### src/rtl/gemac_pkg.sv
// Shared types and constants for the GEMAC f36 transmit path.
// Holds the FSM state enum, frame envelope bytes, CRC constants and f36 field helpers.
package gemac_pkg;

  typedef enum logic [2:0] {
    ST_IDLE,
    ST_PREAMBLE,
    ST_SFD,
    ST_DATA,
    ST_PAD,
    ST_FCS,
    ST_IFG,
    ST_DROP
  } tx_state_e;

  localparam logic [7:0]  PREAMBLE_BYTE = 8'h55;
  localparam logic [7:0]  SFD_BYTE      = 8'hD5;
  localparam logic [31:0] CRC_POLY_REFL = 32'hEDB88320;
  localparam logic [31:0] CRC_INIT      = 32'hFFFF_FFFF;

  localparam int F36_SOF    = 32;
  localparam int F36_EOF    = 33;
  localparam int F36_OCC_LO = 34;
  localparam int F36_OCC_HI = 35;

  // Index (0 = MSB byte) of the last valid byte in a word.
  function automatic logic [1:0] occ_last_idx(input logic eof, input logic [1:0] occ);
    logic [1:0] idx;
    idx = 2'd3;
    if (eof) begin
      case (occ)
        2'b01:   idx = 2'd0;
        2'b10:   idx = 2'd1;
        2'b11:   idx = 2'd2;
        default: idx = 2'd3;
      endcase
    end
    return idx;
  endfunction

  function automatic logic [7:0] f36_byte(input logic [31:0] w, input logic [1:0] idx);
    return w[{~idx, 3'b000} +: 8];
  endfunction

endpackage

### src/rtl/gemac_crc32_d8.sv
// Byte-wide reflected CRC-32 register; one byte folded in per enabled cycle.
// fcs is the complemented register, ready to transmit low byte first.
module gemac_crc32_d8
  import gemac_pkg::*;
(
  input  logic        clk,
  input  logic        reset,
  input  logic        init,
  input  logic        en,
  input  logic [7:0]  din,
  output logic [31:0] fcs
);

  logic [31:0] crc_q, crc_d;

  always_comb begin
    crc_d = crc_q;
    if (init) begin
      crc_d = CRC_INIT;
    end else if (en) begin
      crc_d = crc_q ^ {24'h0, din};
      for (int i = 0; i < 8; i++) begin
        crc_d = crc_d[0] ? ((crc_d >> 1) ^ CRC_POLY_REFL) : (crc_d >> 1);
      end
    end
  end

  always_ff @(posedge clk) begin
    if (reset) crc_q <= CRC_INIT;
    else       crc_q <= crc_d;
  end

  assign fcs = ~crc_q;

endmodule

### src/rtl/gemac_tx_f36.sv
// GMII transmit engine: f36 words in, preamble/SFD/data/pad/FCS/IFG out, one byte per clk125.
// GMII outputs are registered and reflect the state being entered; the client is stalled outside SFD/word boundaries/DROP.
module gemac_tx_f36
  import gemac_pkg::*;
#(
  parameter int IFG_BYTES    = 12,
  parameter int PREAMBLE_LEN = 7,
  parameter int MIN_FRAME    = 60,
  parameter bit FCS_EN       = 1'b1
) (
  input  logic        clk125,
  input  logic        reset,
  input  logic [35:0] tx_f36_data,
  input  logic        tx_f36_src_rdy,
  output logic        tx_f36_dst_rdy,
  input  logic        pause_hold,
  output logic        GMII_TX_EN,
  output logic        GMII_TX_ER,
  output logic [7:0]  GMII_TXD,
  output logic        tx_done,
  output logic        tx_underrun,
  output logic [15:0] tx_len
);

  localparam logic [3:0] PRE_LAST = 4'(PREAMBLE_LEN);
  // The IDLE cycle that launches the next preamble is the final gap cycle.
  localparam logic [7:0] IFG_LOAD = (IFG_BYTES > 1) ? 8'(IFG_BYTES - 2) : 8'd0;

  tx_state_e   state_q, state_d;
  logic [31:0] hold_q, hold_d;
  logic [1:0]  idx_q, idx_d, last_q, last_d, fcs_idx_q, fcs_idx_d;
  logic        eof_q, eof_d;
  logic [15:0] cnt_q, cnt_d, len_q, len_d;
  logic [3:0]  pre_cnt_q, pre_cnt_d;
  logic [7:0]  ifg_cnt_q, ifg_cnt_d;
  logic        tx_en_q, tx_en_d, tx_er_q, tx_er_d;
  logic [7:0]  txd_q, txd_d;
  logic        done_q, done_d, und_q, und_d;

  logic        in_sof, in_eof, pad_needed;
  logic        load, underrun, finish, to_ifg;
  logic        crc_init, crc_en;
  logic [31:0] fcs;
  logic [1:0]  idx_nxt, fcs_nxt;

  assign in_sof     = tx_f36_data[F36_SOF];
  assign in_eof     = tx_f36_data[F36_EOF];
  assign pad_needed = int'({16'd0, cnt_q}) < MIN_FRAME;
  assign idx_nxt    = idx_q + 2'd1;
  assign fcs_nxt    = fcs_idx_q + 2'd1;

  always_comb begin
    tx_f36_dst_rdy = 1'b0;
    if (!reset) begin
      case (state_q)
        ST_IDLE: tx_f36_dst_rdy = tx_f36_src_rdy & ~in_sof;
        ST_SFD:  tx_f36_dst_rdy = 1'b1;
        ST_DATA: tx_f36_dst_rdy = (idx_q == last_q) & ~eof_q;
        ST_DROP: tx_f36_dst_rdy = tx_f36_src_rdy;
        default: tx_f36_dst_rdy = 1'b0;
      endcase
    end
  end

  always_comb begin
    state_d   = state_q;
    hold_d    = hold_q;
    idx_d     = idx_q;
    last_d    = last_q;
    eof_d     = eof_q;
    fcs_idx_d = fcs_idx_q;
    pre_cnt_d = pre_cnt_q;
    ifg_cnt_d = ifg_cnt_q;
    len_d     = len_q;
    tx_en_d   = 1'b0;
    tx_er_d   = 1'b0;
    txd_d     = 8'h00;
    done_d    = 1'b0;
    und_d     = 1'b0;
    load      = 1'b0;
    underrun  = 1'b0;
    finish    = 1'b0;
    to_ifg    = 1'b0;

    case (state_q)
      ST_IDLE: begin
        if (tx_f36_src_rdy && in_sof && !pause_hold) begin
          state_d   = ST_PREAMBLE;
          tx_en_d   = 1'b1;
          txd_d     = PREAMBLE_BYTE;
          pre_cnt_d = 4'd1;
        end
      end
      ST_PREAMBLE: begin
        tx_en_d = 1'b1;
        if (pre_cnt_q == PRE_LAST) begin
          state_d = ST_SFD;
          txd_d   = SFD_BYTE;
        end else begin
          pre_cnt_d = pre_cnt_q + 4'd1;
          txd_d     = PREAMBLE_BYTE;
        end
      end
      ST_SFD: begin
        if (tx_f36_src_rdy) load = 1'b1;
        else                underrun = 1'b1;
      end
      ST_DATA: begin
        if (idx_q != last_q) begin
          idx_d   = idx_nxt;
          tx_en_d = 1'b1;
          txd_d   = f36_byte(hold_q, idx_nxt);
        end else if (!eof_q) begin
          if (tx_f36_src_rdy) load = 1'b1;
          else                underrun = 1'b1;
        end else begin
          finish = 1'b1;
        end
      end
      ST_PAD: finish = 1'b1;
      ST_FCS: begin
        if (fcs_idx_q == 2'd3) begin
          to_ifg = 1'b1;
          done_d = 1'b1;
          len_d  = cnt_q;
        end else begin
          fcs_idx_d = fcs_nxt;
          tx_en_d   = 1'b1;
          txd_d     = fcs[{fcs_nxt, 3'b000} +: 8];
        end
      end
      ST_IFG: begin
        if (ifg_cnt_q == 8'd0) state_d = ST_IDLE;
        else                   ifg_cnt_d = ifg_cnt_q - 8'd1;
      end
      ST_DROP: begin
        if (tx_f36_src_rdy && in_eof) to_ifg = 1'b1;
      end
      default: state_d = ST_IDLE;
    endcase

    if (finish) begin
      if (pad_needed) begin
        state_d = ST_PAD;
        tx_en_d = 1'b1;
        txd_d   = 8'h00;
      end else if (FCS_EN) begin
        state_d   = ST_FCS;
        fcs_idx_d = 2'd0;
        tx_en_d   = 1'b1;
        txd_d     = fcs[7:0];
      end else begin
        to_ifg = 1'b1;
        done_d = 1'b1;
        len_d  = cnt_q;
      end
    end

    if (load) begin
      state_d = ST_DATA;
      hold_d  = tx_f36_data[31:0];
      eof_d   = in_eof;
      last_d  = occ_last_idx(in_eof, tx_f36_data[F36_OCC_HI:F36_OCC_LO]);
      idx_d   = 2'd0;
      tx_en_d = 1'b1;
      txd_d   = tx_f36_data[31:24];
    end

    // Error byte goes out while DROP starts draining the rest of the frame.
    if (underrun) begin
      state_d = ST_DROP;
      tx_en_d = 1'b1;
      tx_er_d = 1'b1;
      txd_d   = 8'h00;
      und_d   = 1'b1;
    end

    if (to_ifg) begin
      if (IFG_BYTES > 1) begin
        state_d   = ST_IFG;
        ifg_cnt_d = IFG_LOAD;
      end else begin
        state_d = ST_IDLE;
      end
    end
  end

  assign crc_init = (state_q == ST_IDLE);
  assign crc_en   = (state_d == ST_DATA) || (state_d == ST_PAD);

  always_comb begin
    cnt_d = cnt_q;
    if (state_q == ST_IDLE)                cnt_d = 16'd0;
    else if (crc_en && cnt_q != 16'hFFFF)  cnt_d = cnt_q + 16'd1;
  end

  gemac_crc32_d8 u_crc (
    .clk   (clk125),
    .reset (reset),
    .init  (crc_init),
    .en    (crc_en),
    .din   (txd_d),
    .fcs   (fcs)
  );

  always_ff @(posedge clk125) begin
    if (reset) begin
      state_q   <= ST_IDLE;
      hold_q    <= 32'd0;
      idx_q     <= 2'd0;
      last_q    <= 2'd0;
      eof_q     <= 1'b0;
      fcs_idx_q <= 2'd0;
      pre_cnt_q <= 4'd0;
      ifg_cnt_q <= 8'd0;
      cnt_q     <= 16'd0;
      len_q     <= 16'd0;
      tx_en_q   <= 1'b0;
      tx_er_q   <= 1'b0;
      txd_q     <= 8'h00;
      done_q    <= 1'b0;
      und_q     <= 1'b0;
    end else begin
      state_q   <= state_d;
      hold_q    <= hold_d;
      idx_q     <= idx_d;
      last_q    <= last_d;
      eof_q     <= eof_d;
      fcs_idx_q <= fcs_idx_d;
      pre_cnt_q <= pre_cnt_d;
      ifg_cnt_q <= ifg_cnt_d;
      cnt_q     <= cnt_d;
      len_q     <= len_d;
      tx_en_q   <= tx_en_d;
      tx_er_q   <= tx_er_d;
      txd_q     <= txd_d;
      done_q    <= done_d;
      und_q     <= und_d;
    end
  end

  assign GMII_TX_EN  = tx_en_q;
  assign GMII_TX_ER  = tx_er_q;
  assign GMII_TXD    = txd_q;
  assign tx_done     = done_q;
  assign tx_underrun = und_q;
  assign tx_len      = len_q;

endmodule

### config.mk
export PLATFORM = sky130hd
export DESIGN_NAME = gemac_tx_f36
export DESIGN_NICKNAME = d
export VERILOG_FILES = /design/src/rtl/gemac_pkg.sv /design/src/rtl/gemac_crc32_d8.sv /design/src/rtl/gemac_tx_f36.sv
export SDC_FILE = /design/constraint.sdc
export NUM_CORES = 1
export LEC_CHECK = 0
export ABC_CLOCK_PERIOD_IN_PS = 6520
export CORE_MARGIN = 2
export CORE_UTILIZATION = 25
export DETAILED_ROUTE_END_ITERATION = 6
export PLACE_DENSITY_LB_ADDON = 0.2
export SLEW_MARGIN = 20
export SYNTH_ARGS = -nofsm -noshare
export SYNTH_HDL_FRONTEND = slang
export SYNTH_SLANG_ARGS = --single-unit
### constraint.sdc
create_clock -name clk125 -period 6.52 [get_ports clk125]
set_input_delay 0.652 -clock clk125 [delete_from_list [all_inputs] [get_ports clk125]]
set_output_delay 0.652 -clock clk125 [all_outputs]
set_load 0.01 [all_outputs]
# Word-level counts from Yosys, hierarchy flattened
# Index checks and enable logic that the tools add are counted.
# classes
addsub	5
multipliers	0
div	0
magnitude_cmp	1
eq_ne	20
shift	2
mux	62
bitwise	17
n_reduce_logical	19
# op_table
op	n
$mux 32	8
$not 13->14	8
$shiftx 32x6->8	2
$mux 8	7
$not 32->32	1
$pmux 8 s4	1
$xor 32x8->32	1
$mux 3	7
$mux 4	5
$mux 1	19
$add 16x1->16 const B	1
$lt 16x6->1 const B	1
$ne 16x16->1 const B	1
$eq 3x3->1 const B	5
$mux 2	5
$eq 3x2->1 const B	3
$pmux 3 s3	1
$logic_not 8->1	1
$pmux 1 s2	4
$pmux 1 s4	2
$pmux 4 s2	1
$reduce_and 2->1	4
$reduce_or 2->1	4
$sub 8x1->8 const B	1
other kinds (21)	33
# totals
regBits	129
latch_bits	0
ram_bits	0
romBits	0
in_bits	40
memories	0

# Longest topological paths before layout
# Gate-level depths: netlist of run 1.
# depth
ltp_word	25
ltp_mapped	13
depth_no_buf	11

# Cells and area by module
# From an unflattened synthesis of run 1, not the netlist that was laid out.
# unflattened
cells_unflattened	774
hier_area_um2	6970.4
# by_module_without_submodules
mod	n_inst	cells_per_inst	area_each_um2	seq_area_each_um2
gemac_tx_f36	1	563	4740.8	1941.9
gemac_crc32_d8	1	211	2229.6	640.6

# Worst setup path before layout of run 1
# OpenSTA, ideal clock, no wires.
# synth_path
path_kind	register to register
startpoint	register fcs_idx_q[0]
endpoint	register u_crc.crc_q[18]
setup_ps	117
t_arrival_ps	3303
slack_ps	3100
path_stages_with_launch	14
n_path_buf	2
synth_period_minus_slack_ps	3420
path_cell_list	dfxtp_1 > clkbuf_1 > inv_1 > ha_1 > buf_2 > mux4_2 > nor2_1 > a21oi_1 > nand3_1 > mux2i_2 > xnor2_2 > xor2_2 > xnor2_1 > o22a_1
# synth_between
elab_chain_cells	20
# synth_lines
element	line_no	source
from (decl)	gemac_tx_f36.sv:31	logic [1:0] idx_q, idx_d, last_q, last_d, fcs_idx_q, fcs_idx_d;
from (signal assigned)	gemac_tx_f36.sv:229	fcs_idx_q <= fcs_idx_d;
$add 2x1->2	gemac_tx_f36.sv:50	assign fcs_nxt = fcs_idx_q + 2'd1;
$shiftx 32x6->8	gemac_tx_f36.sv:129	txd_d = fcs[{fcs_nxt, 3'b000} +: 8];
$mux 8	gemac_tx_f36.sv:122	if (fcs_idx_q == 2'd3) begin
$pmux 8 s4	gemac_tx_f36.sv:85	case (state_q)
$mux 8	gemac_tx_f36.sv:142	if (finish) begin
$mux 8	gemac_tx_f36.sv:159	if (load) begin
$mux 8	gemac_tx_f36.sv:170	if (underrun) begin
$xor 32x8->32	gemac_crc32_d8.sv:21	crc_d = crc_q ^ {24'h0, din};
$mux 32 (2 in a row)	gemac_crc32_d8.sv:23	crc_d = crc_d[0] ? ((crc_d >> 1) ^ CRC_POLY_REFL) : (crc_d >> 1);
$not 13->14 (no line)	--	
$mux 32 (2 in a row)	gemac_crc32_d8.sv:23	
$not 13->14 (no line)	--	
$mux 32	gemac_crc32_d8.sv:23	
$not 13->14 (no line)	--	
$mux 32	gemac_crc32_d8.sv:23	
$not 13->14 (no line)	--	
$mux 32 (2 in a row)	gemac_crc32_d8.sv:23	
to (signal assigned)	gemac_crc32_d8.sv:30	else crc_q <= crc_d;
to (decl)	gemac_crc32_d8.sv:14	logic [31:0] crc_q, crc_d;
# Several ways; a longest one is shown, not always the timed one.
# A chain may end at the register's enable or synchronous reset.

# Worst setup path after layout of run 1
# layout_path
startpoint	register idx_q[0]
endpoint	register cnt_q[8]
# layout_between
elab_chain_cells	10
# layout_lines
element	line_no	source
from (decl)	gemac_tx_f36.sv:31	
from (signal assigned)	gemac_tx_f36.sv:226	idx_q <= idx_d;
$ne 2x2->1 *	gemac_tx_f36.sv:109	if (idx_q != last_q) begin
$mux 1	gemac_tx_f36.sv:109	
$pmux 1 s2	gemac_tx_f36.sv:85	
$mux 3	gemac_tx_f36.sv:142	
$mux 3	gemac_tx_f36.sv:159	
$mux 3 *	gemac_tx_f36.sv:170	
$mux 3 *	gemac_tx_f36.sv:178	if (to_ifg) begin
$eq 3x2->1 or $eq 3x3->1 (tied branches)	gemac_tx_f36.sv:189	assign crc_en = (state_d == ST_DATA) || (state_d == ST_PAD);
$logic_or 1x1->1 *	gemac_tx_f36.sv:189	
$logic_and 1x1->1 *	gemac_tx_f36.sv:194	else if (crc_en && cnt_q != 16'hFFFF) cnt_d = cnt_q + 16'd1;
to (signal assigned)	gemac_tx_f36.sv:232	cnt_q <= cnt_d;
to (decl)	gemac_tx_f36.sv:33	logic [15:0] cnt_q, cnt_d, len_q, len_d;
# Mark *: on every way between the ends. The rest lies on a longest branch, timed or not.

==> metrics.cfg, run 1 <==
[clock_tree]
cts_tree=built
htreeDepth=4
cts_buffers=17
cts_setup_buffers=0
numClockSinks=129
clock_latency_ns=0.42
cts_root_buf=clkbuf_16
post_cts_resized=0
hold_buffers=0
clkSlewWorstSetupHoldPaths_ns=0.06
clockBufferDepth=2

[routing]
drt_iter0_markers=427
num_vias=5338
ant_nets=0
first_pass_iters=5
drc=0
routedWlPerCell_um=16.0
vias_per_cell=4.71
routed_wl_um=18100

[floorplan]
start_util_pct=25.3
ios=69
die_x_um=166
num_rows=59
core_mm2=0.0259
dieHeight_um=166
die_area_mm2=0.0275

[setup_path]
path_buf_inv=0
cp_slowest_stage_delay_ns=0.78
critical_path.max_fanout=19
critPathTopFamily=simple AND/OR/NAND/NOR gates
worstPathCellList=xor2_1, nand4bb_1, a32o_1, o311ai_1, mux2_2, nand3_2, or4b_2, xor2_1, nor2_1
cpMostUsedCell=xor2_1
critical_path_class=reg2reg
slowest_stage=or4b_2
crit_required_ns=6.80
cp.arrival_ns=4.32
endpoint_kind=flip-flop
start_kind=flip-flop

[synthesis]
synth_top_area_cell=dfxtp_1
synth_cells=735
synth-seq-area-share_pct=39.5
syn_nets=784
async_reset_ff_share_pct=0
ys_top_cells_by_area=dfxtp_1 (39%), nand2_1 (7.8%), mux4_2 (5.5%)
netlist_area_mm2=0.00654
post-synth-top-count-cell=nand2_1
synth_flop_cell=dfxtp_1
ys_ff_latch=129
syn_area_per_cell_um2=8.90
synth_top_area_share_pct=39.5
yosys-top-cells-count=nand2_1 (136), dfxtp_1 (129), nor2_1 (69), a21oi_1 (66), xnor2_1 (41)
synth_enable_flop_cells=0
ys_types=69
yosysWarnings=0

[grt]
grt_max_degree=78
top_usage_layer=met2
grt_pass1_vias=5208
grt.met3_usage_pct=3.05
antenna_found_initial=0
grt_util_met2_pct=20.8
grt_overflow_total=0
grt_usage_pct=13.5
grtUsageMet1_pct=18.8
grt_pass1_wl_um=29500

[power]
p_clk_share_pct=28.9
ir_drop_uv=204
switching_share_pct=37.2
finalPower_uw=3530
p_int_uw=2220
p_per_area_mw_per_mm2=435
net-switching-power_uw=1320
p_seq_share_pct=26.8
leakage_uw=0.00279
power_frac_comb_pct=44.3

[status]
status=completed

[sta]
fin_crit_sh_pct=61.9
slew_violations=0
grt_setup_unrepaired=no
fin_skew_ns=0.0103
min_period_ns=4.04
fin_tns_setup_ns=0
fin_ws_ns=2.48
setup_viol=0
hold_violations=0
relSlewSlack_pct=43.3
tightestPinTransition_ns=0.851
fmax_mhz=248

[final_layout]
drive_above_1_share_pct=10.9
n_fill_cell=2696
diodes=0
syn_to_final_growth_pct=24.2
nets=834

[hold_path]
worstHoldPathType=reg2reg

[placed_design]
dp_slack_ns=2.15
dpl.hpwl_um=13000
portBuffers=68
place.gp.congestion=0.777

[job]
cap_violations=0

## registers in the layout, indices dropped and copies added, names as in the netlist, 3 cells and up
signal       cells
hold_q          32
u_crc.crc_q     32
cnt_q           16
tx_len          16
GMII_TXD         8
ifg_cnt_q        8
pre_cnt_q        4
state_q          3
## per-layer routing
| layer | wire (µm) | part of all wire [%] | vias up |
|---|---|---|---|
| li1 | - | - | 2668 |
| met1 | 8860 | 49 | 2560 |
| met2 | 8330 | 46 | 100 |
| met3 | 741 | 4.1 | 10 |
| met4 | 172 | 0.95 | 0 |
| met5 | 0 | 0 | - |
## area by class of cell
class	instances	area, µm²	share of cell area [%]
multi-input cells	554	3750	46.1
well taps	335	419	5.16
flip-flops and latches	129	2580	31.8
repair buffers	74	721	8.87
clock inverters	13	184	2.26
clock buffers	19	443	5.45
inverters	9	33.8	0.416
## power groups by stage
stage	combinational [µW]	clock (µW)	sequential, µW
after floorplan	1260	0	927
after global placement	1580	0	966
after detailed placement	1560	0	964
after CTS	1580	1040	947
after global routing	1710	1080	958
final	1570	1020	946
## worst register-to-register path, delay by kind of cell (launching register included)
kind	cells	cell delay [ns]
AO/OA/AOI/OAI	2	0.66
XOR/XNOR	2	0.55
multiplexers	1	0.35
AND/OR/NAND/NOR	4	1.58
flip-flops	1	0.77
## final timing paths
path                            cells past startpoint         end  slack [ns]       start
worst max register to register                      9    cnt_q[8]        2.48    idx_q[0]
worst max-delay path                                9    cnt_q[8]        2.48    idx_q[0]
worst min-delay path                                2  hold_q[19]        0.45  hold_q[19]
worst min register to register                      2  hold_q[19]        0.45  hold_q[19]
## cell usage in the layout, fill, tap and decap left out, types with 16 or more instances in the layout
master / n
a21oi_1: 66
clkbuf_16: 17
clkdlybuf4s50_1: 67
dfxtp_1: 129
mux4_2: 16
nand2_1: 136
nor2_1: 69
nor3_1: 18
o211ai_1: 16
xnor2_1: 41
xor2_1: 30
## cell families (layout without fill, tap and decap cells)
logic type	count (synthesis)	in the layout	share of synthesized area, %
buffers and inverters	52	115	3.37
flip-flops	129	129	39.5
AO/OA/AOI/OAI	144	144	14.7
XOR/XNOR	84	84	13.3
adder cells (fa/ha/maj)	9	9	1.72
AND/OR/NAND/NOR	294	294	20.6
multiplexers	23	23	6.86
## through the flow
stage               cell area (µm²)  cells  hold slack (ns)  util (%)
floorplan                      6540    735            0.433         -
global placement               7500   1101            0.441      29.0
detailed placement             7500   1101            0.447      29.0
CTS                            8130   1133            0.455      31.4
global route                   8130   1133            0.471      31.4
finish                         8130   1133            0.451      31.4
(Power assumes the default switching activity.)
==> run 2: changes to the inputs <==
--- a/config.mk
+++ b/config.mk
@@ -5,7 +5,7 @@
 export SDC_FILE = /design/constraint.sdc
 export NUM_CORES = 1
 export LEC_CHECK = 0
-export ABC_CLOCK_PERIOD_IN_PS = 6520
+export ABC_CLOCK_PERIOD_IN_PS = 3800
 export CORE_MARGIN = 2
 export CORE_UTILIZATION = 25
 export DETAILED_ROUTE_END_ITERATION = 6
==> constraint.sdc (replaced) <==
create_clock -name clk125 -period 3.8 [get_ports clk125]
set_input_delay 0.38 -clock clk125 [delete_from_list [all_inputs] [get_ports clk125]]
set_output_delay 0.38 -clock clk125 [all_outputs]
set_load 0.01 [all_outputs]
==> metrics.cfg, run 2 (synthesis results as in run 1) <==
[placed_design]
dpl.hpwl_um=13500  ; +4.4%
place.gp.congestion=0.815  ; +4.8%
portBuffers=68  ; unchanged

[clock_tree]
clock_latency_ns=0.42  ; about the same
htreeDepth=4  ; unchanged
post_cts_resized=0  ; unchanged
hold_buffers=0  ; unchanged
cts_buffers=17  ; unchanged
cts_tree=built
numClockSinks=129  ; unchanged
clockBufferDepth=2  ; unchanged
clkSlewWorstSetupHoldPaths_ns=0.06  ; about the same
cts_setup_buffers=0  ; unchanged
cts_root_buf=clkbuf_16

[power]
power_frac_comb_pct=45.0  ; +0.7 points
leakage_uw=0.00293  ; +4.8%
p_per_area_mw_per_mm2=753  ; +73%
switching_share_pct=36.0  ; -1.2 points
net-switching-power_uw=2260  ; +72%
p_seq_share_pct=25.6  ; -1.2 points
p_clk_share_pct=29.5  ; +0.6 points
p_int_uw=4020  ; +81%
ir_drop_uv=306  ; +50%

[floorplan]
die_x_um=166  ; unchanged
num_rows=59  ; unchanged
core_mm2=0.0259  ; unchanged
die_area_mm2=0.0275  ; unchanged
start_util_pct=25.3  ; unchanged
dieHeight_um=166  ; unchanged
ios=69  ; unchanged

[routing]
routed_wl_um=18900  ; +4.2%
first_pass_iters=4  ; -1
vias_per_cell=4.66  ; -1.2%
routedWlPerCell_um=16.3  ; +2.3%
drc=0  ; unchanged
drt_iter0_markers=285  ; -33%
num_vias=5373  ; +0.66%
ant_nets=0  ; unchanged

[status]
status=completed

[final_layout]
drive_above_1_share_pct=13.1  ; +2.2 points
final_common_cell=nand2_1
mostFrequentLayoutCells=nand2_1 (136), dfxtp_1 (129), nor2_1 (69)
reg_top3=hold_q (32), u_crc.crc_q (32)
fin_util_pct=32.2  ; +0.80 points
nets=855  ; +2.5%
diodes=0  ; unchanged
syn_to_final_growth_pct=27.4

[setup_path]
cp.arrival_ns=3.73  ; -0.59 ns
start_kind=flip-flop
critical_path_class=reg2reg
endpoint_kind=flip-flop
crit_required_ns=4.08  ; -2.72 ns
critical_path.max_fanout=8  ; -11

[sta]
grt_setup_unrepaired=no
relSlewSlack_pct=50.8  ; +7.5 points
slew_violations=0  ; unchanged
hold_violations=0  ; unchanged
setup_viol=0  ; unchanged
min_period_ns=3.45  ; -0.588 ns
fin_tns_setup_ns=0  ; unchanged
fin_skew_ns=0.0179  ; +0.00756 ns
tightestPinTransition_ns=0.738  ; -0.113 ns
fmax_mhz=290  ; +17%
holdWs_ns=0.304  ; -0.147 ns
fin_crit_sh_pct=90.8  ; +29 points

[grt]
grt_overflow_total=0  ; unchanged
grt_max_degree=64  ; -18%
grt_pass1_vias=5286  ; +1.5%
antenna_found_initial=0  ; unchanged
grt_pass1_wl_um=30000  ; +1.6%
grt_usage_pct=13.9  ; +0.37 points

[hold_path]
worstHoldPathType=in2reg

[job]
cap_violations=0  ; unchanged

run 2: cell types whose count changed in the layout (fill, tap and decap cells not counted):
| cell | before | now |
|---|---|---|
| buf_4 | 6 | 26 |
| clkbuf_8 | 1 | 4 |
| clkinvlp_4 | 3 | 1 |
| buf_12 | 0 | 1 |
| bufinv_16 | 4 | 5 |
| clkbuf_1 | 1 | 2 |
| clkinv_2 | 3 | 2 |
| clkinv_4 | 2 | 1 |
| inv_6 | 1 | 0 |
run 2: final timing paths:
kind           startpoint               to  slack, ns  cells after the start
min reg2reg    hold_q[29]       hold_q[29]       0.45                      2
min                 reset      GMII_TXD[0]       0.30                      2
max          fcs_idx_q[1]  u_crc.crc_q[29]       0.35                     11
max reg2reg  fcs_idx_q[1]  u_crc.crc_q[29]       0.35                     11
run 2: power groups by stage:
stage / combinational, µW / clock [µW] / sequential [µW]
floorplan: 2170 / 0 / 1590
global placement: 2840 / 0 / 1640
detailed placement: 2820 / 0 / 1630
CTS: 2850 / 1890 / 1600
global route: 3100 / 1950 / 1620
finish: 2820 / 1850 / 1600
run 2: through the flow:
step           std cells  total power [µW]  area, µm²  worst slack [ns]
2_1_floorplan        735              3760       6540             0.380
3_3_place_gp        1122              4480       7670             0.366
3_5_place_dp        1122              4450       7670             0.330
4_1_cts             1154              6340       8340             0.316
5_1_grt             1154              6670       8340            0.0828
6_report            1154              6270       8340             0.350
run 2: layer usage:
metal	part of all wire, %	wire (µm)	GRT usage, %	vias to the layer above
li1	-	-	-	2705
met5	0	0	0	-
met1	48	9150	19.5	2565
met2	46	8700	21.5	99
met4	0.72	136	3.40	0
met3	4.7	878	3.19	4
run 2: cell type report:
class,instances,area (µm²)
clock inverters,9,176
flip-flops and latches,129,2580
multi-input cells,554,3750
fillers,2724,17600
inverters,9,33.8
well taps,335,419
repair buffers,95,891
clock buffers,23,488
run 2: critical path: stages, from the launching register on:
cell and delay (ns):
dfxtp_1 0.34, inv_1 0.07, ha_1 0.63, buf_4 0.21, mux4_2 0.48, o2bb2ai_1 0.24
o31a_1 0.23, a21oi_4 0.08, xnor2_2 0.48, xor2_1 0.26, xor2_1 0.18, a22oi_1 0.10
==> RTL edit: new RTL, flow settings as in run 1 <==
Set the parameter `FCS_EN` to 1'b0 (it was 1'b1).
--- a/src/rtl/gemac_tx_f36.sv
+++ b/src/rtl/gemac_tx_f36.sv
@@ -6,7 +6,7 @@
   parameter int IFG_BYTES    = 12,
   parameter int PREAMBLE_LEN = 7,
   parameter int MIN_FRAME    = 60,
-  parameter bit FCS_EN       = 1'b1
+  parameter bit FCS_EN       = 1'b0
 ) (
   input  logic        clk125,
   input  logic        reset,
Function: same outputs for any inputs over 10 cycles, from zero or initial values and one cycle with reset high; that may be too few to reach the edited logic, so the function may still have changed.
==> RTL edit against run 1 <==
Clock skew is 13 ps higher. Maximum frequency is 7.2% higher. Area after synthesis is 0.36% lower. Routed wire length is 11% lower. Cell count is 6.1% lower. Synthesized cell count is 9.0% lower. Non-clock buffer count is 3 lower. Worst setup slack better by 270 ps. Sequential cell count stayed put. Cell area is 1.0% lower. Highest routed layer unchanged.
Power is not compared: it rests on default switching activity, and its combinational part moved more than twofold at a synthesized area within 25%.
==> RTL edit: results (changes against run 1) <==
run_status:
  status: "finished, final reports clean"
cells_and_area:
  multi_input_area_share: 0.462  # +0.00139
  n_all_buffers: 71  # -4.1%
  layout.cells.non_filler: 1064  # -6.1%
  multi_input_gates: 488  # -12%
  area_delta_synth_final_pct: 23.4
  fillers: 2726  # +1.1%
  seq-cell-share: 0.321  # +0.00321
  drive_gt1_frac: 0.103  # -0.00614
  nFlopsAndLatches: 129  # unchanged
  clkCellAreaFrac: 0.0738  # -0.00326
logic_synthesis:
  synth_xor_xnor_area_share: 0.174  # +0.0412
  syn_area_per_cell_um2: 9.75  # +9.5%
  synth_mux_area_frac: 0.107  # +0.0379
  ys_top_cells_by_count: "dfxtp_1 (129), nand2_1 (100), nor2_1 (75)"
  synthAdderAreaFrac: 0.0134  # -0.00378
  yosysSeqAreaShare: 0.396  # +0.00144
place:
  placed_cells_incl_taps: 1032  # -6.3%
  gp_congestion: 0.765  # -1.5%
grt:
  globalRouteMet2Util: 0.194  # -0.0141
  grt_max_degree: 54  # -31%
  track_usage: 0.125  # -0.00977
  grtUsageMet1: 0.172  # -0.0159
  grt_use_met3: 0.0300  # -0.000535
timing:
  skew_ps: 23.0  # +12.7 ps
  fin_hold_ws_ps: 450  # -0.608 ps
critical_path:
  crit_arrival_ps: 4120  # -200 ps
  critPathMaxFanout: 14  # -5
routing:
  drtIter0Drc: 268  # -37%
  wl_met1_mm: 8.10  # -8.6%
  drtPass1Iterations: 4  # -1
worst_hold_path:
  worst_hold_startpoint: "hold_q[23]"
==> RTL edit: cells by family after synthesis <==
family,count (synthesis)
AND/OR/NAND/NOR,232
buffers and inverters,52
multiplexers,47
XOR/XNOR,90
adder cells (fa/ha/maj),7
flip-flops,129
AO/OA/AOI/OAI,112
==> RTL edit: how the worst max path moves through the flow <==
stage | startpoint | end | slack (ps)
2_1_floorplan | fcs_idx_q[0] | u_crc.crc_q[29] | 3510
3_3_place_gp | tx_f36_src_rdy | u_crc.crc_q[28] | 2380
3_5_place_dp | tx_f36_src_rdy | u_crc.crc_q[25] | 2360
4_1_cts | fcs_idx_q[0] | u_crc.crc_q[26] | 2690
5_1_grt | state_q[1] | u_crc.crc_q[28] | 2410
6_report | state_q[1] | u_crc.crc_q[25] | 2750
==> RTL edit: critical path: stages (launching register included) <==
cell,delay (ps)
dfxtp_1,620
inv_1,260
nor3_1,760
and2_2,540
a211oi_4,150
xnor2_4,450
xor3_2,580
xor2_1,160
a22oi_1,160
